### config.mk
export PLATFORM = sky130hd
export DESIGN_NAME = md_arb
export DESIGN_NICKNAME = d
export VERILOG_FILES = /design/src/rtl/md_arb.sv
export SDC_FILE = /design/constraint.sdc
export NUM_CORES = 1
export LEC_CHECK = 0
export CAP_MARGIN = 25
export CORE_ASPECT_RATIO = 0.75
export CORE_MARGIN = 4
export CORE_UTILIZATION = 40
export DETAILED_ROUTE_END_ITERATION = 8
export PLACE_DENSITY = 0.87
export SYNTH_ARGS = -nofsm -noshare
export SYNTH_HDL_FRONTEND = slang
export SYNTH_SLANG_ARGS = --single-unit
### constraint.sdc
create_clock -name clk -period 5.6 [get_ports clk]
set_input_delay 1.12 -clock clk [delete_from_list [all_inputs] [get_ports clk]]
set_output_delay 1.12 -clock clk [all_outputs]
set_load 0.03 [all_outputs]
### src/rtl/md_arb.sv
// md_arb: round-robin issue arbiter in front of a shared multiply/divide unit.
// Define MD_ARB_PERF_EN to add the perf_stall_cnt stall counter output.
module md_arb #(
  parameter int NUM_REQ = 2,
  parameter int UOP_W   = 96,
  parameter int MAX_MUL = 4
) (
  input  logic                            clk,
  input  logic                            rst_n,
  input  logic                            flush,
  input  logic [NUM_REQ-1:0]              req_valid,
  output logic [NUM_REQ-1:0]              req_ready,
  input  logic [NUM_REQ-1:0]              req_is_div,
  input  logic [NUM_REQ-1:0][UOP_W-1:0]   req_uop,
  output logic                            fu_valid,
  input  logic                            fu_ready,
  output logic [UOP_W-1:0]                fu_uop,
  output logic                            fu_is_div,
  input  logic                            mul_done,
  input  logic                            div_done,
  output logic                            busy
`ifdef MD_ARB_PERF_EN
  ,
  output logic [31:0]                     perf_stall_cnt
`endif
);

  localparam int PTR_W = (NUM_REQ > 2) ? 2 : 1;
  localparam int CNT_W = $clog2(MAX_MUL + 1);
  localparam logic [CNT_W-1:0] MAX_CNT  = CNT_W'(MAX_MUL);
  localparam logic [PTR_W-1:0] LAST_PTR = PTR_W'(NUM_REQ - 1);

  logic               fu_valid_q, fu_valid_d;
  logic [UOP_W-1:0]   fu_uop_q, fu_uop_d;
  logic               fu_is_div_q, fu_is_div_d;
  logic [CNT_W-1:0]   mul_cnt_q, mul_cnt_d;
  logic               div_busy_q, div_busy_d;
  logic [PTR_W-1:0]   rr_ptr_q, rr_ptr_d;

  logic               load_en;
  logic               mul_dec;
  logic               mul_room;
  logic [NUM_REQ-1:0] eligible;
  logic [PTR_W-1:0]   cand;
  logic [PTR_W-1:0]   grant_idx;
  logic               grant_any;
  logic [NUM_REQ-1:0] grant_oh;
  logic               grant_is_div;

  // A multiply retiring this cycle frees its slot immediately, so a waiting
  // multiply can be granted in the same cycle as the mul_done pulse.
  always_comb begin
    load_en  = (!fu_valid_q || fu_ready) && !flush && rst_n;
    mul_dec  = mul_done && (mul_cnt_q != '0);
    mul_room = (mul_cnt_q < MAX_CNT) || mul_dec;
    for (int i = 0; i < NUM_REQ; i++) begin
      eligible[i] = req_valid[i] && (req_is_div[i] ? !div_busy_q : mul_room);
    end
  end

  always_comb begin
    grant_any = 1'b0;
    grant_idx = '0;
    cand      = '0;
    grant_oh  = '0;
    for (int k = 0; k < NUM_REQ; k++) begin
      cand = PTR_W'((int'(rr_ptr_q) + k) % NUM_REQ);
      if (!grant_any && load_en && eligible[cand]) begin
        grant_any = 1'b1;
        grant_idx = cand;
      end
    end
    if (grant_any) begin
      grant_oh[grant_idx] = 1'b1;
    end
    grant_is_div = req_is_div[grant_idx];
  end

  always_comb begin
    fu_valid_d  = fu_valid_q;
    fu_uop_d    = fu_uop_q;
    fu_is_div_d = fu_is_div_q;
    mul_cnt_d   = mul_cnt_q;
    div_busy_d  = div_busy_q;
    rr_ptr_d    = rr_ptr_q;
    if (flush) begin
      fu_valid_d = 1'b0;
      mul_cnt_d  = '0;
      div_busy_d = 1'b0;
      rr_ptr_d   = '0;
    end else begin
      if (load_en) begin
        fu_valid_d = grant_any;
        if (grant_any) begin
          fu_uop_d    = req_uop[grant_idx];
          fu_is_div_d = grant_is_div;
          rr_ptr_d    = (grant_idx == LAST_PTR) ? '0 : grant_idx + PTR_W'(1);
        end
      end
      // Occupancy is counted at grant time, so the held op is already included.
      if (grant_any && !grant_is_div && !mul_dec) begin
        mul_cnt_d = mul_cnt_q + CNT_W'(1);
      end else if (!(grant_any && !grant_is_div) && mul_dec) begin
        mul_cnt_d = mul_cnt_q - CNT_W'(1);
      end
      if (grant_any && grant_is_div) begin
        div_busy_d = 1'b1;
      end else if (div_done) begin
        div_busy_d = 1'b0;
      end
    end
  end

  always_ff @(posedge clk or negedge rst_n) begin
    if (!rst_n) begin
      fu_valid_q  <= 1'b0;
      fu_uop_q    <= '0;
      fu_is_div_q <= 1'b0;
      mul_cnt_q   <= '0;
      div_busy_q  <= 1'b0;
      rr_ptr_q    <= '0;
    end else begin
      fu_valid_q  <= fu_valid_d;
      fu_uop_q    <= fu_uop_d;
      fu_is_div_q <= fu_is_div_d;
      mul_cnt_q   <= mul_cnt_d;
      div_busy_q  <= div_busy_d;
      rr_ptr_q    <= rr_ptr_d;
    end
  end

`ifdef MD_ARB_PERF_EN
  logic [31:0] perf_stall_q, perf_stall_d;

  always_comb begin
    perf_stall_d = perf_stall_q;
    if ((|req_valid) && !grant_any) begin
      perf_stall_d = perf_stall_q + 32'd1;
    end
  end

  always_ff @(posedge clk or negedge rst_n) begin
    if (!rst_n) begin
      perf_stall_q <= '0;
    end else begin
      perf_stall_q <= perf_stall_d;
    end
  end

  assign perf_stall_cnt = perf_stall_q;
`endif

  assign req_ready = grant_oh;
  assign fu_valid  = fu_valid_q;
  assign fu_uop    = fu_uop_q;
  assign fu_is_div = fu_is_div_q;
  assign busy      = fu_valid_q || div_busy_q || (mul_cnt_q != '0);

endmodule
# After elaboration in Yosys (flattened, before gate mapping)
# Index checks and enable logic that the tools add are counted.
# W data, S select, Z words.
dict set report word_totals {
  latch_bits 0
  out_inout_bits 101
  mem_bits_ro 0
  ram_bits 0
  ff_bits 103
  mem_count 0
}
dict set report op_classes {
  n_eq_ne 0
  mul 0
  shift 0
  order_cmp 5
  div_mod_pow 0
  reduce_logical 31
  bitwise_logic 1
  mux 29
  add_sub_neg 4
}
# operator count
set ops {}
lappend ops {{$mux W96} 2}
lappend ops {{$mux W1} 22}
lappend ops {{$logic_and A1 B1 Y1} 13}
lappend ops {{$mux W3} 3}
lappend ops {{$reduce_bool A3 Y1} 3}
lappend ops {{$logic_not A1 Y1} 7}
lappend ops {{$lt A1 B2 Y1 const B} 3}
lappend ops {{$logic_or A1 B1 Y1} 4}
lappend ops {{$reduce_bool A2 Y1} 2}
lappend ops {{$add A3 B1 Y3 const B} 1}
lappend ops {{$lt A3 B3 Y1 const B} 1}
lappend ops {{$reduce_and A3 Y1} 1}
lappend ops {{$sub A3 B1 Y3 const B} 1}
lappend ops {{$add A1 B1 Y1 const B} 2}
lappend ops {{$mux W2} 1}
lappend ops {{$reduce_and A2 Y1} 1}
lappend ops {{$demux W1 S1} 1}
lappend ops {{$ge A1 B1 Y1 const B} 1}
lappend ops {{$not A1 Y1} 1}

# Longest topological paths before layout
# Gate-level depths: netlist (run 1).
dict set report depth {
  word_depth 22
  depth_mapped 9
}

# Worst setup path before layout (run 1)
# Ideal clock, no wire load.
dict set report synth_path {
  path_kind {in2out}
  startpoint {in fu_ready}
  endpoint {out req_ready[0]}
  t_arrival_ps 2480
  path_stages 7
  setup_slack_ps 2000
  n_path_buf 2
  cell_sequence {or2b_2 > nand2_1 > a211o_1 > buf_2 > clkinv_2 > buf_2 > nor2_1}
}
dict set report synth_between {
  elab_chain_cells 14
  elab_cells_between_ends 17
}
# item line_no
set synth_rtl {}
lappend synth_rtl {{from (decl)} 16} ;# input logic fu_ready,
lappend synth_rtl {{$logic_or A1 B1 Y1 (*)} 53} ;# load_en = (!fu_valid_q || fu_ready) && !flush && rst_n;
lappend synth_rtl {{$logic_and A1 B1 Y1 (*) (2 in a row)} 53}
lappend synth_rtl {{$logic_and A1 B1 Y1} 68} ;# if (!grant_any && load_en && eligible[cand]) begin
lappend synth_rtl {{$mux W1} 68}
lappend synth_rtl {{$logic_not A1 Y1} 68}
lappend synth_rtl {{$logic_and A1 B1 Y1 (2 in a row)} 68}
lappend synth_rtl {{$mux W1} 68}
lappend synth_rtl {{$lt A1 B2 Y1 (not written as such) or $ge A1 B1 Y1 (tied branches)} 74} ;# grant_oh[grant_idx] = 1'b1;
lappend synth_rtl {{$logic_and A1 B1 Y1 (not written as such)} 74}
lappend synth_rtl {{$mux W1 (not written as such)} 74}
lappend synth_rtl {{$demux W1 S1} 74}
lappend synth_rtl {{$mux W2 (*)} 73} ;# if (grant_any) begin
lappend synth_rtl {{to (decl)} 12} ;# output logic [NUM_REQ-1:0] req_ready,
# Mark *: on every way between the ends. The rest lies on a longest branch, timed or not.

# Worst setup path after layout (run 1)
dict set report layout_path {
  startpoint {in mul_done}
  endpoint {out req_ready[1]}
}
dict set report layout_between {
  elab_chain_cells 17
  elab_cells_between_ends 24
}
# item line_no
set layout_rtl {}
lappend layout_rtl {{from (decl)} 19} ;# input logic mul_done,
lappend layout_rtl {{$logic_and A1 B1 Y1 (*)} 54} ;# mul_dec = mul_done && (mul_cnt_q != '0);
lappend layout_rtl {{$logic_or A1 B1 Y1 (*)} 55} ;# mul_room = (mul_cnt_q < MAX_CNT) || mul_dec;
lappend layout_rtl {{$mux W1} 57} ;# eligible[i] = req_valid[i] && (req_is_div[i] ? !div_busy_q : mul_room);
lappend layout_rtl {{$logic_and A1 B1 Y1} 57}
lappend layout_rtl {{$mux W1 (not written as such) (2 in a row)} 68}
lappend layout_rtl {{$logic_and A1 B1 Y1} 68}
lappend layout_rtl {{$mux W1} 68}
lappend layout_rtl {{$logic_not A1 Y1} 68}
lappend layout_rtl {{$logic_and A1 B1 Y1 (2 in a row)} 68}
lappend layout_rtl {{$mux W1} 68}
lappend layout_rtl {{$lt A1 B2 Y1 (not written as such) or $ge A1 B1 Y1 (tied branches)} 74}
lappend layout_rtl {{$logic_and A1 B1 Y1 (not written as such)} 74}
lappend layout_rtl {{$mux W1 (not written as such)} 74}
lappend layout_rtl {{$demux W1 S1} 74}
lappend layout_rtl {{$mux W2 (*)} 73}
# Mark *: on every way between the ends. The rest lies on a longest branch, timed or not. The select of a mux whose other input is x is not followed.

==> metrics.yaml, run 1 <==
fin_setup_tns_ns: 0
detailed_route_wire_length_mm: 17.67
die_w_um: 134.7
synth_common_cells: "sky130_fd_sc_hd__a21oi_1, sky130_fd_sc_hd__dfrtp_1, sky130_fd_sc_hd__nand2_1"
fp-row-count: 34
worst_slew_pin_slew_ns: 1.099
worstHoldEndpoint: "fu_is_div"
cts-buffers-inserted: 9
detailroute.via_count: 5166
routed_wire_length_per_instance_um: 17.17
synthesized_netlist_net_count: 788
antenna_left: 0
r2r.worst_path.cells: 7
worst_r2r_startpoint: "mul_cnt_q[2]"
post_synth.cell_area_avg_um2: 8.237
design.die.area_um2: 13880
worst_r2r_endpoint: "fu_uop[71]"
cts.root.buffer_cell: "sky130_fd_sc_hd__clkbuf_16"
hold_path.startpoint: "fu_is_div"
routed_via_density: 5.020
grt-ovfl-total: 0
synthTopCellsByArea: "sky130_fd_sc_hd__dfrtp_1, sky130_fd_sc_hd__a21oi_1, sky130_fd_sc_hd__nand2_1"
r2r_slack_ns: 3.00
ys_seq_area_frac: 0.5349
path_class: "input port to output pin"
finalHoldViolations: 0
synth_top_cell_by_area: "sky130_fd_sc_hd__dfrtp_1"
synthMostInstantiatedCell: "sky130_fd_sc_hd__a21oi_1"
ys_async_rst_share: 1.000
crit_path_max_incr_delay_ns: 0.66
worstSkewPairLatency_ns: 0.33
maxSlewHeadroom: 0.2674
timing.critical_path.slowest_stage_cell: "sky130_fd_sc_hd__clkdlybuf4s50_1"
cts_hold_repair.buffers: 0
design.final.nets: 1065
synth.ff_latch_count: 103
die-height_um: 103.1
hold_depth: 1
cts_setup_buffers: 0
static-leakage-power_nw: 3.613
run_status: "complete, no violations"
global_route_wire_length_before_repair_mm: 26.54
timing.critical_path.required_ns: 4.48
post_synth_num_cell_types: 34
worstSetupStartpointType: "input port"
place_hpwl_mm: 12.54
syn_to_final_growth_pct: 72.14
irDropWorstVdd_mv: 0.2571
clock_tree_from_tritoncts: "built"
drive_above_1_share: 0.04268
clock-sinks: 103
rsz_0062_raised_after_global_routing: "false"
cts_buffer_depth: 2
post_synth_instance_area_um2: 4818
yosys.area.top_type_share: 0.5349
pin_count_of_the_biggest_net_entering_global_routing: 99
synth_cells: 585
post-route-drc-count: 0
drt_iter0_drc: 291
clock_skew_ns: 0.006599
number_of_antenna_violations_at_the_first_check_in_global_routing: 0
effective_utilization_at_floorplan: 0.4119
clk_pin_slew_ns: 0.07
critical_path_arrival_ns: 3.13
setup_viol: 0
design_area_um2: 8294
max_cap_viol_count: 0
critical-path-top-delay-family: "buffers and inverters"
grt_util_all_layers: 0.2413
placement.cell_area_um2: 7920
yosys_warnings: 0
critical_path.n_buffers_inverters: 3
crit_path_end_kind: "output pin"
hold_path.class: "flip-flop to flip-flop"
num_antenna_cells: 0
via_count_of_the_first_global_routing_pass: 5133
final_count_of_pins_violating_max_slew: 0
globalplace.congestion: 0.8620
synth_edf_count: 0
final.fill_count: 889
path_cells: "clkdlybuf4s50_1, nand2b_4, o211a_1, a211o_4, clkinv_2, clkdlybuf4s50_1"
power.density_cell_area_nw_per_um2: 349.9
design.core.area_um2: 11700
drt_pre_antenna_iters: 6
cts_htree_levels: 3
synth_ff_type: "sky130_fd_sc_hd__dfrtp_1"
boundaryPins: 303
final_worst_path_period_need_ns: 4.246
critical_path.max_fanout: 4
port_buffers: 302
fmaxAchievable_ghz: 0.2355
cp-startpoint: "mul_done"
cts-resized-gates: 0
timing.final.crit_share: 0.7582
critPathMostFrequentCell: "sky130_fd_sc_hd__clkdlybuf4s50_1"
## routing by layer
metal,part of all wire,track usage,vias to the layer above
met3,0.10,0.1000,24
met5,0,0,-
li1,-,-,2508
met4,0.021,0.06416,0
met1,0.38,0.2810,2414
met2,0.50,0.4172,220
## power breakdown
group / total [W] / switching [W] / internal [W]
Sequential: 0.00100 / 0.0000918 / 0.000911
Clock: 0.000716 / 0.000268 / 0.000448
Combinational: 0.00118 / 0.000654 / 0.000529
## worst reg2reg max path: stages (launching register included)
cell,delay (ns)
sky130_fd_sc_hd__dfrtp_1,0.41
sky130_fd_sc_hd__nand2b_4,0.08
sky130_fd_sc_hd__o211a_1,0.30
sky130_fd_sc_hd__a211o_4,0.38
sky130_fd_sc_hd__clkinv_2,0.06
sky130_fd_sc_hd__buf_4,0.80
sky130_fd_sc_hd__a21oi_1,0.26
sky130_fd_sc_hd__a21oi_1,0.22
## flip-flops by register name, summed over array words and instances (netlist names)
signal and flops:
mul_cnt_q 3, fu_is_div 1, fu_valid 1, fu_uop 96
div_busy_q 1, rr_ptr_q 1
## how the worst max path moves through the flow
stage / slack [ns] / cells past startpoint / to
2_1_floorplan: 2.00 / 7 / req_ready[0]
3_3_place_gp: 1.40 / 6 / req_ready[1]
3_5_place_dp: 1.36 / 6 / req_ready[1]
4_1_cts: 1.34 / 6 / req_ready[1]
5_1_grt: 1.26 / 6 / req_ready[1]
6_report: 1.35 / 6 / req_ready[1]
## layout by cell type, fill, tap and decap left out, drive strengths merged, types with 3 or more instances in the layout
| master | n |
|---|---|
| clkdlybuf4s50 | 300 |
| nand2 | 103 |
| dfrtp | 103 |
| clkbuf | 10 |
| clkinv | 3 |
| inv | 5 |
| nor2 | 100 |
| o21ai | 3 |
| a21oi | 197 |
| bufinv | 3 |
| buf | 9 |
## final cells by class
cell class              instances  area, um^2  area share
clock buffers                  10       239.0     0.02881
clock inverters                 6       107.6     0.01297
inverters                       6       23.77    0.002866
multi-input cells             433        2041      0.2460
flip-flops and latches        103        2577      0.3108
well taps                     162       202.7     0.02444
repair buffers                309        3103      0.3741
## cells by family (layout without fill, tap and decap cells)
group / after synthesis / after routing / share of synthesized area
adder cells (fa/ha/maj): 1 / 1 / 0.004155
AO/OA/AOI/OAI: 213 / 213 / 0.2327
AND/OR/NAND/NOR: 219 / 219 / 0.1818
buffers and inverters: 49 / 331 / 0.04648
flip-flops: 103 / 103 / 0.5349
## stage by stage
step                        util  total power, W  hold WS [ns]  setup WS (ns)  std cells
after global routing      0.7090        0.003052        0.5403          1.264       1029
after global placement    0.6753        0.002181        0.4746          1.404       1011
after CTS                 0.7066        0.002926        0.5037          1.344       1028
final                     0.7090        0.002902        0.4947          1.354       1029
after detailed placement  0.6770        0.002202        0.4887          1.358       1012
after floorplan                -        0.001613        0.5192          2.000        585
Note: power is estimated with default switching activity, not from simulation.
==> run 2: changes to the inputs <==
--- a/config.mk
+++ b/config.mk
@@ -8,9 +8,9 @@
 export CAP_MARGIN = 25
 export CORE_ASPECT_RATIO = 0.75
 export CORE_MARGIN = 4
-export CORE_UTILIZATION = 40
+export CORE_UTILIZATION = 34
 export DETAILED_ROUTE_END_ITERATION = 8
-export PLACE_DENSITY = 0.87
+export PLACE_DENSITY = 0.78
 export SYNTH_ARGS = -nofsm -noshare
 export SYNTH_HDL_FRONTEND = slang
 export SYNTH_SLANG_ARGS = --single-unit
==> constraint.sdc (replaced) <==
create_clock -name clk -period 3.81 [get_ports clk]
set_input_delay 0.762 -clock clk [delete_from_list [all_inputs] [get_ports clk]]
set_output_delay 0.762 -clock clk [all_outputs]
set_load 0.03 [all_outputs]
==> run 2 against run 1 <==
  * Clock skew shrank 0.0024 ns
  * Sequential share of layout area shrank 0.12 points
  * Total power grew 46%
  * Clock-buffer cell count shrank 1
  * Sequential power grew 48%
  * Critical path type unchanged
  * Largest power group unchanged
==> metrics.yaml, run 2 (synthesis gave the netlist of run 1 again) <==
run_status: "complete, no violations"
global_route.usage.met1: 0.2578  # -0.02313
grt-ovfl-total: 0  # unchanged
grt.busiest_layer: "met2"
via_count_of_the_first_global_routing_pass: 5227  # +1.8%
crit_path_end_kind: "output pin"
hold_path.class: "flip-flop to flip-flop"
detailroute.via_count: 5234  # +1.3%
drive_above_1_share: 0.04268  # unchanged
timing.critical_path.required_ns: 3.05  # -1.43 ns
use_met3: 0.08745  # -0.01255
place_hpwl_mm: 12.38  # -1.3%
post-route-drc-count: 0  # unchanged
detailed_route_wire_length_mm: 17.61  # -0.37%
irDropWorstVdd_mv: 0.2538  # -1.3%
cts.root.buffer_cell: "sky130_fd_sc_hd__clkbuf_16"
final_count_of_pins_violating_max_slew: 0  # unchanged
clockPowerShare: 0.241  # -0.006
cts-resized-gates: 0  # unchanged
combPwrFrac: 0.411  # +0.003
drt_iter0_drc: 211  # -27%
static-leakage-power_nw: 3.619  # +0.17%
worstSkewPairLatency_ns: 0.33  # about the same
num_antenna_cells: 0  # unchanged
holdWs_ns: 0.4999  # +0.005165 ns
worst_slew_pin_slew_ns: 0.7492  # -0.3496 ns
die-height_um: 111.1  # +7.8%
fp-row-count: 37  # +8.8%
design.core.area_um2: 13800  # +18%
routed_via_density: 5.023  # about the same
largest_register_ff_count: 96  # unchanged
port_buffers: 302  # unchanged
fin_setup_tns_ns: 0  # unchanged
effective_utilization_at_floorplan: 0.3493  # -0.06261
critical_path_arrival_ns: 2.75  # -0.38 ns
pin_count_of_the_biggest_net_entering_global_routing: 99  # unchanged
worstSetupStartpointType: "input port"
clk_pin_slew_ns: 0.07  # about the same
path_class: "input port to output pin"
clock-sinks: 103  # unchanged
critical_path.max_fanout: 4  # unchanged
grt_util_all_layers: 0.2101  # -0.03126
drt_pre_antenna_iters: 4  # -2
fmaxAchievable_ghz: 0.2847
clock_skew_ns: 0.004235  # -0.002364 ns
layout.cells.most_common_list: "sky130_fd_sc_hd__clkdlybuf4s50_1, sky130_fd_sc_hd__a21oi_1, sky130_fd_sc_hd__nand2_1, sky130_fd_sc_hd__dfrtp_1, sky130_fd_sc_hd__nor2_1"
timing.final.crit_share: 0.9218
design.final.nets: 1068  # +0.28%
design.die.area_um2: 16160  # +16%
grtUsageMet2: 0.3360  # -0.08118
netSwitchingPower_w: 0.001487  # +47%
global_route_wire_length_before_repair_mm: 27.80  # +4.8%
cts_hold_repair.buffers: 0  # unchanged
routed_wire_length_per_instance_um: 16.90  # -1.6%
power.density_cell_area_nw_per_um2: 509.0  # +45%
antenna_left: 0  # unchanged
power.internal_w: 0.002752  # +46%
switching_share: 0.3508  # +0.001195
layout_commonest_cell: "sky130_fd_sc_hd__clkdlybuf4s50_1"
globalplace.congestion: 0.8395  # -2.6%
cts_htree_levels: 3  # unchanged
clock_tree_from_tritoncts: "built"
die_w_um: 145.5  # +8.0%
number_of_antenna_violations_at_the_first_check_in_global_routing: 1  # +1
cts_setup_buffers: 0  # unchanged
syn_to_final_growth_pct: 72.81
setup_viol: 0  # unchanged
max_cap_viol_count: 0  # unchanged
cts-buffers-inserted: 9  # unchanged
seq_power_share: 0.348  # +0.002
final_worst_path_period_need_ns: 3.512
boundaryPins: 303  # unchanged
cts_buffer_depth: 2  # unchanged
maxSlewHeadroom: 0.5005  # +0.2331
finalHoldViolations: 0  # unchanged
rsz_0062_raised_after_global_routing: "false"
final.fill_count: 1214  # +37%
==> run 2: cell types whose count changed in the layout (fill, tap and decap cells not counted), sizes merged <==
cell    change
buf         +3
clkinv      -2
clkbuf      -1
==> run 2: path summary, 6_finish.rpt <==
| kind | startpoint | end | slack (ns) | depth (start not counted) |
|---|---|---|---|---|
| setup reg to reg | mul_cnt_q[2] | fu_uop[5] | 1.39 | 8 |
| hold / removal | fu_is_div | fu_is_div | 0.50 | 1 |
| hold reg to reg | fu_is_div | fu_is_div | 0.50 | 1 |
| max in group asynchronous | rst_n | fu_uop[56] | 1.99 | 3 |
| setup / recovery | mul_done | req_ready[1] | 0.30 | 6 |
| min in group asynchronous | rst_n | fu_uop[77] | 0.59 | 2 |
==> run 2: layer usage <==
metal	routed length, um	up-vias
met4	510	2
li1	-	2513
met1	7078	2449
met5	13	-
met2	8276	230
met3	1728	40
==> run 2: stage by stage <==
| step | cells | total power (W) | instance area, um^2 | util | worst slack, ns |
|---|---|---|---|---|---|
| after floorplan | 585 | 0.002371 | 4818 | - | 0.9256 |
| after global placement | 1027 | 0.003221 | 7964 | 0.5773 | 0.3120 |
| after detailed placement | 1027 | 0.003246 | 7964 | 0.5773 | 0.3139 |
| after CTS | 1040 | 0.004286 | 8287 | 0.6007 | 0.3091 |
| after global routing | 1042 | 0.004457 | 8327 | 0.6036 | 0.2546 |
| final | 1042 | 0.004239 | 8327 | 0.6036 | 0.2981 |
==> run 2: layout make-up <==
type | instances | area, um^2 | area share
inverters | 6 | 23.77 | 0.002855
flip-flops and latches | 103 | 2577 | 0.3095
clock inverters | 4 | 97.59 | 0.01172
clock buffers | 9 | 225.2 | 0.02705
multi-input cells | 433 | 2041 | 0.2451
repair buffers | 312 | 3143 | 0.3775
well taps | 175 | 219.0 | 0.02630
==> run 2: power groups by stage <==
| stage | Sequential, W | Clock [W] | Combinational, W |
|---|---|---|---|
| after global routing | 0.00151 | 0.00109 | 0.00186 |
| final | 0.00148 | 0.00102 | 0.00174 |
| after CTS | 0.00148 | 0.00105 | 0.00176 |
| after detailed placement | 0.00150 | 0 | 0.00175 |
| after global placement | 0.00149 | 0 | 0.00174 |
| after floorplan | 0.00196 | 0 | 0.000410 |
==> run 2: critical path, stage by stage <==
cell and delay [ns]:
sky130_fd_sc_hd__clkdlybuf4s50_1 0.43, sky130_fd_sc_hd__nand2b_4 0.17, sky130_fd_sc_hd__o211a_1 0.29, sky130_fd_sc_hd__a211o_4 0.37
sky130_fd_sc_hd__clkinv_2 0.06, sky130_fd_sc_hd__clkdlybuf4s50_1 0.68
==> run 3: changes to the inputs <==
--- a/config.mk
+++ b/config.mk
@@ -8,9 +8,10 @@
 export CAP_MARGIN = 25
 export CORE_ASPECT_RATIO = 0.75
 export CORE_MARGIN = 4
-export CORE_UTILIZATION = 34
+export CORE_UTILIZATION = 40
 export DETAILED_ROUTE_END_ITERATION = 8
-export PLACE_DENSITY = 0.78
+export HOLD_SLACK_MARGIN = 0.12
+export PLACE_DENSITY = 0.87
 export SYNTH_ARGS = -nofsm -noshare
 export SYNTH_HDL_FRONTEND = slang
 export SYNTH_SLANG_ARGS = --single-unit
==> constraint.sdc (replaced) <==
create_clock -name clk -period 4.5 [get_ports clk]
set_input_delay 0.9 -clock clk [delete_from_list [all_inputs] [get_ports clk]]
set_output_delay 0.9 -clock clk [all_outputs]
set_load 0.02 [all_outputs]
==> run 3 against run 2 <==
  * Via count about the same
  * First-iteration DRC count increased by 23%
  * Routed wire length decreased by 0.38%
  * Largest cell class unchanged
  * Worst setup slack improved by 0.11 ns
  * Non-clock buffer count decreased by 3
==> metrics.yaml, run 3 (synthesis gave the netlist of run 1 again) <==
finalHoldViolations: 0  # unchanged
worst_r2r_endpoint: "fu_uop[19]"
worstSetupStartpointType: "input port"
grt_util_all_layers: 0.2341  # +0.02405
hold_depth: 1  # unchanged
r2r.worst_path.cells: 7  # -1
routed_via_density: 5.096  # +1.5%
final_worst_path_period_need_ns: 4.087
design.final.nets: 1065  # -0.28%
critical_path.max_fanout: 26  # +22
drive_above_1_share: 0.03811  # -0.004570
timing.final.crit_share: 0.9083
num_antenna_cells: 0  # unchanged
via_count_of_the_first_global_routing_pass: 5020  # -4.0%
cts_buffer_depth: 2  # unchanged
routed_wire_length_per_instance_um: 17.06  # +0.98%
clk_pin_slew_ns: 0.07  # about the same
detailed_route_wire_length_mm: 17.54  # -0.38%
boundaryPins: 303  # unchanged
cts_hold_repair.buffers: 0  # unchanged
r2r_slack_ns: 1.85  # +0.46 ns
power.density_cell_area_nw_per_um2: 398.1  # -22%
place_hpwl_mm: 12.35  # -0.28%
globalplace.congestion: 0.8867  # +5.6%
clock-sinks: 103  # unchanged
die-height_um: 103.1  # -7.2%
critical_path_arrival_ns: 3.19  # +0.44 ns
post-route-drc-count: 0  # unchanged
hold_path.class: "flip-flop to flip-flop"
clock_skew_ns: 0.007798  # +0.003563 ns
fp-row-count: 34  # -8.1%
cts-resized-gates: 0  # unchanged
detailroute.via_count: 5239  # +0.096%
pin_count_of_the_biggest_net_entering_global_routing: 99  # unchanged
layout.cells.most_common_list: "sky130_fd_sc_hd__clkdlybuf4s50_1, sky130_fd_sc_hd__a21oi_1, sky130_fd_sc_hd__nand2_1, sky130_fd_sc_hd__dfrtp_1, sky130_fd_sc_hd__nor2_1"
timing.critical_path.slowest_stage_cell: "sky130_fd_sc_hd__clkdlybuf4s50_1"
critPathMostFrequentCell: "sky130_fd_sc_hd__clkdlybuf4s50_1"
worstSkewPairLatency_ns: 0.33  # about the same
design.die.area_um2: 13880  # -14%
static-leakage-power_nw: 3.567  # -1.4%
crit_path_end_kind: "output pin"
final_count_of_pins_violating_max_slew: 0  # unchanged
worst_slew_pin_slew_ns: 1.082  # +0.3332 ns
cts_setup_buffers: 0  # unchanged
fmaxAchievable_ghz: 0.2447
drt_pre_antenna_iters: 4  # unchanged
timing.critical_path.required_ns: 3.60  # +0.55 ns
cts-buffers-inserted: 9  # unchanged
layout_commonest_cell: "sky130_fd_sc_hd__clkdlybuf4s50_1"
syn_to_final_growth_pct: 70.53
path_cells: "clkdlybuf4s50_1, and2b_2, nand2_1, a211o_4, clkinv_2, nor2_1, clkdlybuf4s50_1"
effective_utilization_at_floorplan: 0.4119  # +0.06261
global_route_wire_length_before_repair_mm: 25.83  # -7.1%
maxSlewHeadroom: 0.2784  # -0.2221
fin_setup_tns_ns: 0  # unchanged
design.core.area_um2: 11700  # -15%
cts_htree_levels: 3  # unchanged
worst_setup_path_endpoint: "req_ready[0]"
rsz_0062_raised_after_global_routing: "false"
cts.root.buffer_cell: "sky130_fd_sc_hd__clkbuf_16"
antenna_left: 0  # unchanged
setup_viol: 0  # unchanged
worst_r2r_startpoint: "mul_cnt_q[2]"
port_buffers: 302  # unchanged
irDropWorstVdd_mv: 0.2995  # +18%
cp-startpoint: "flush"
number_of_antenna_violations_at_the_first_check_in_global_routing: 0  # -1
max_cap_viol_count: 0  # unchanged
grt-ovfl-total: 0  # unchanged
finalCoreUtilization: 0.7024  # +0.09878
clock_tree_from_tritoncts: "built"
largest_register_ff_count: 96  # unchanged
run_status: "complete, no violations"
drt_iter0_drc: 260  # +23%
path_class: "input port to output pin"
crit_path_max_incr_delay_ns: 0.63  # -0.05 ns
die_w_um: 134.7  # -7.4%
run 3: changes by cell type in the layout (fill, tap and decap cells not counted), sizes merged:
cell and delta:
clkbuf +3, clkdlybuf4s50 +1, bufinv -3, clkinv +1, buf -4, clkinvlp +1
run 3: power by group:
part / leakage [nW] / switching [W] / internal [W]
clock: 0.125 / 0.000323 / 0.000387
combinational: 2.29 / 0.000655 / 0.000660
sequential: 1.15 / 0.000113 / 0.00113
run 3: worst min path at each step:
stage,from,end,slack [ns]
floorplan,mul_cnt_q[1],mul_cnt_q[1],0.52
global placement,fu_is_div,fu_is_div,0.48
detailed placement,fu_is_div,fu_is_div,0.48
CTS,fu_is_div,fu_is_div,0.50
global route,fu_is_div,fu_is_div,0.54
finish,fu_is_div,fu_is_div,0.49
run 3: per-layer routing:
metal	track usage	vias up	wire length, um
met5	0	-	0
met1	0.2832	2491	6706
met3	0.09268	20	1739
li1	-	2511	-
met4	0.06495	0	371
met2	0.3938	217	8723
run 3: through the flow:
step	cell area [um^2]	cells	power [W]	setup slack, ns	hold WS [ns]
floorplan	4818	585	0.001850	1.433	0.5192
global placement	7923	1012	0.002554	0.5124	0.4796
global route	8217	1028	0.003447	0.2421	0.5431
detailed placement	7923	1012	0.002580	0.4422	0.4814
CTS	8189	1027	0.003301	0.4350	0.4965
finish	8217	1028	0.003271	0.4127	0.4948
run 3: layout make-up:
class	instances	area, um^2
clock buffer	12	246.5
timing repair buffer	309	3105
tap	162	202.7
multi-input combinational	433	2041
sequential	103	2577
inverter	6	23.77
fill	868	3482
clock inverter	3	20.02
run 3: worst max-delay path, delay by kind of cell:
kind	cells	cell delay [ns]
compound gates	1	0.12
buf+inv	3	1.56
simple gates	3	0.60
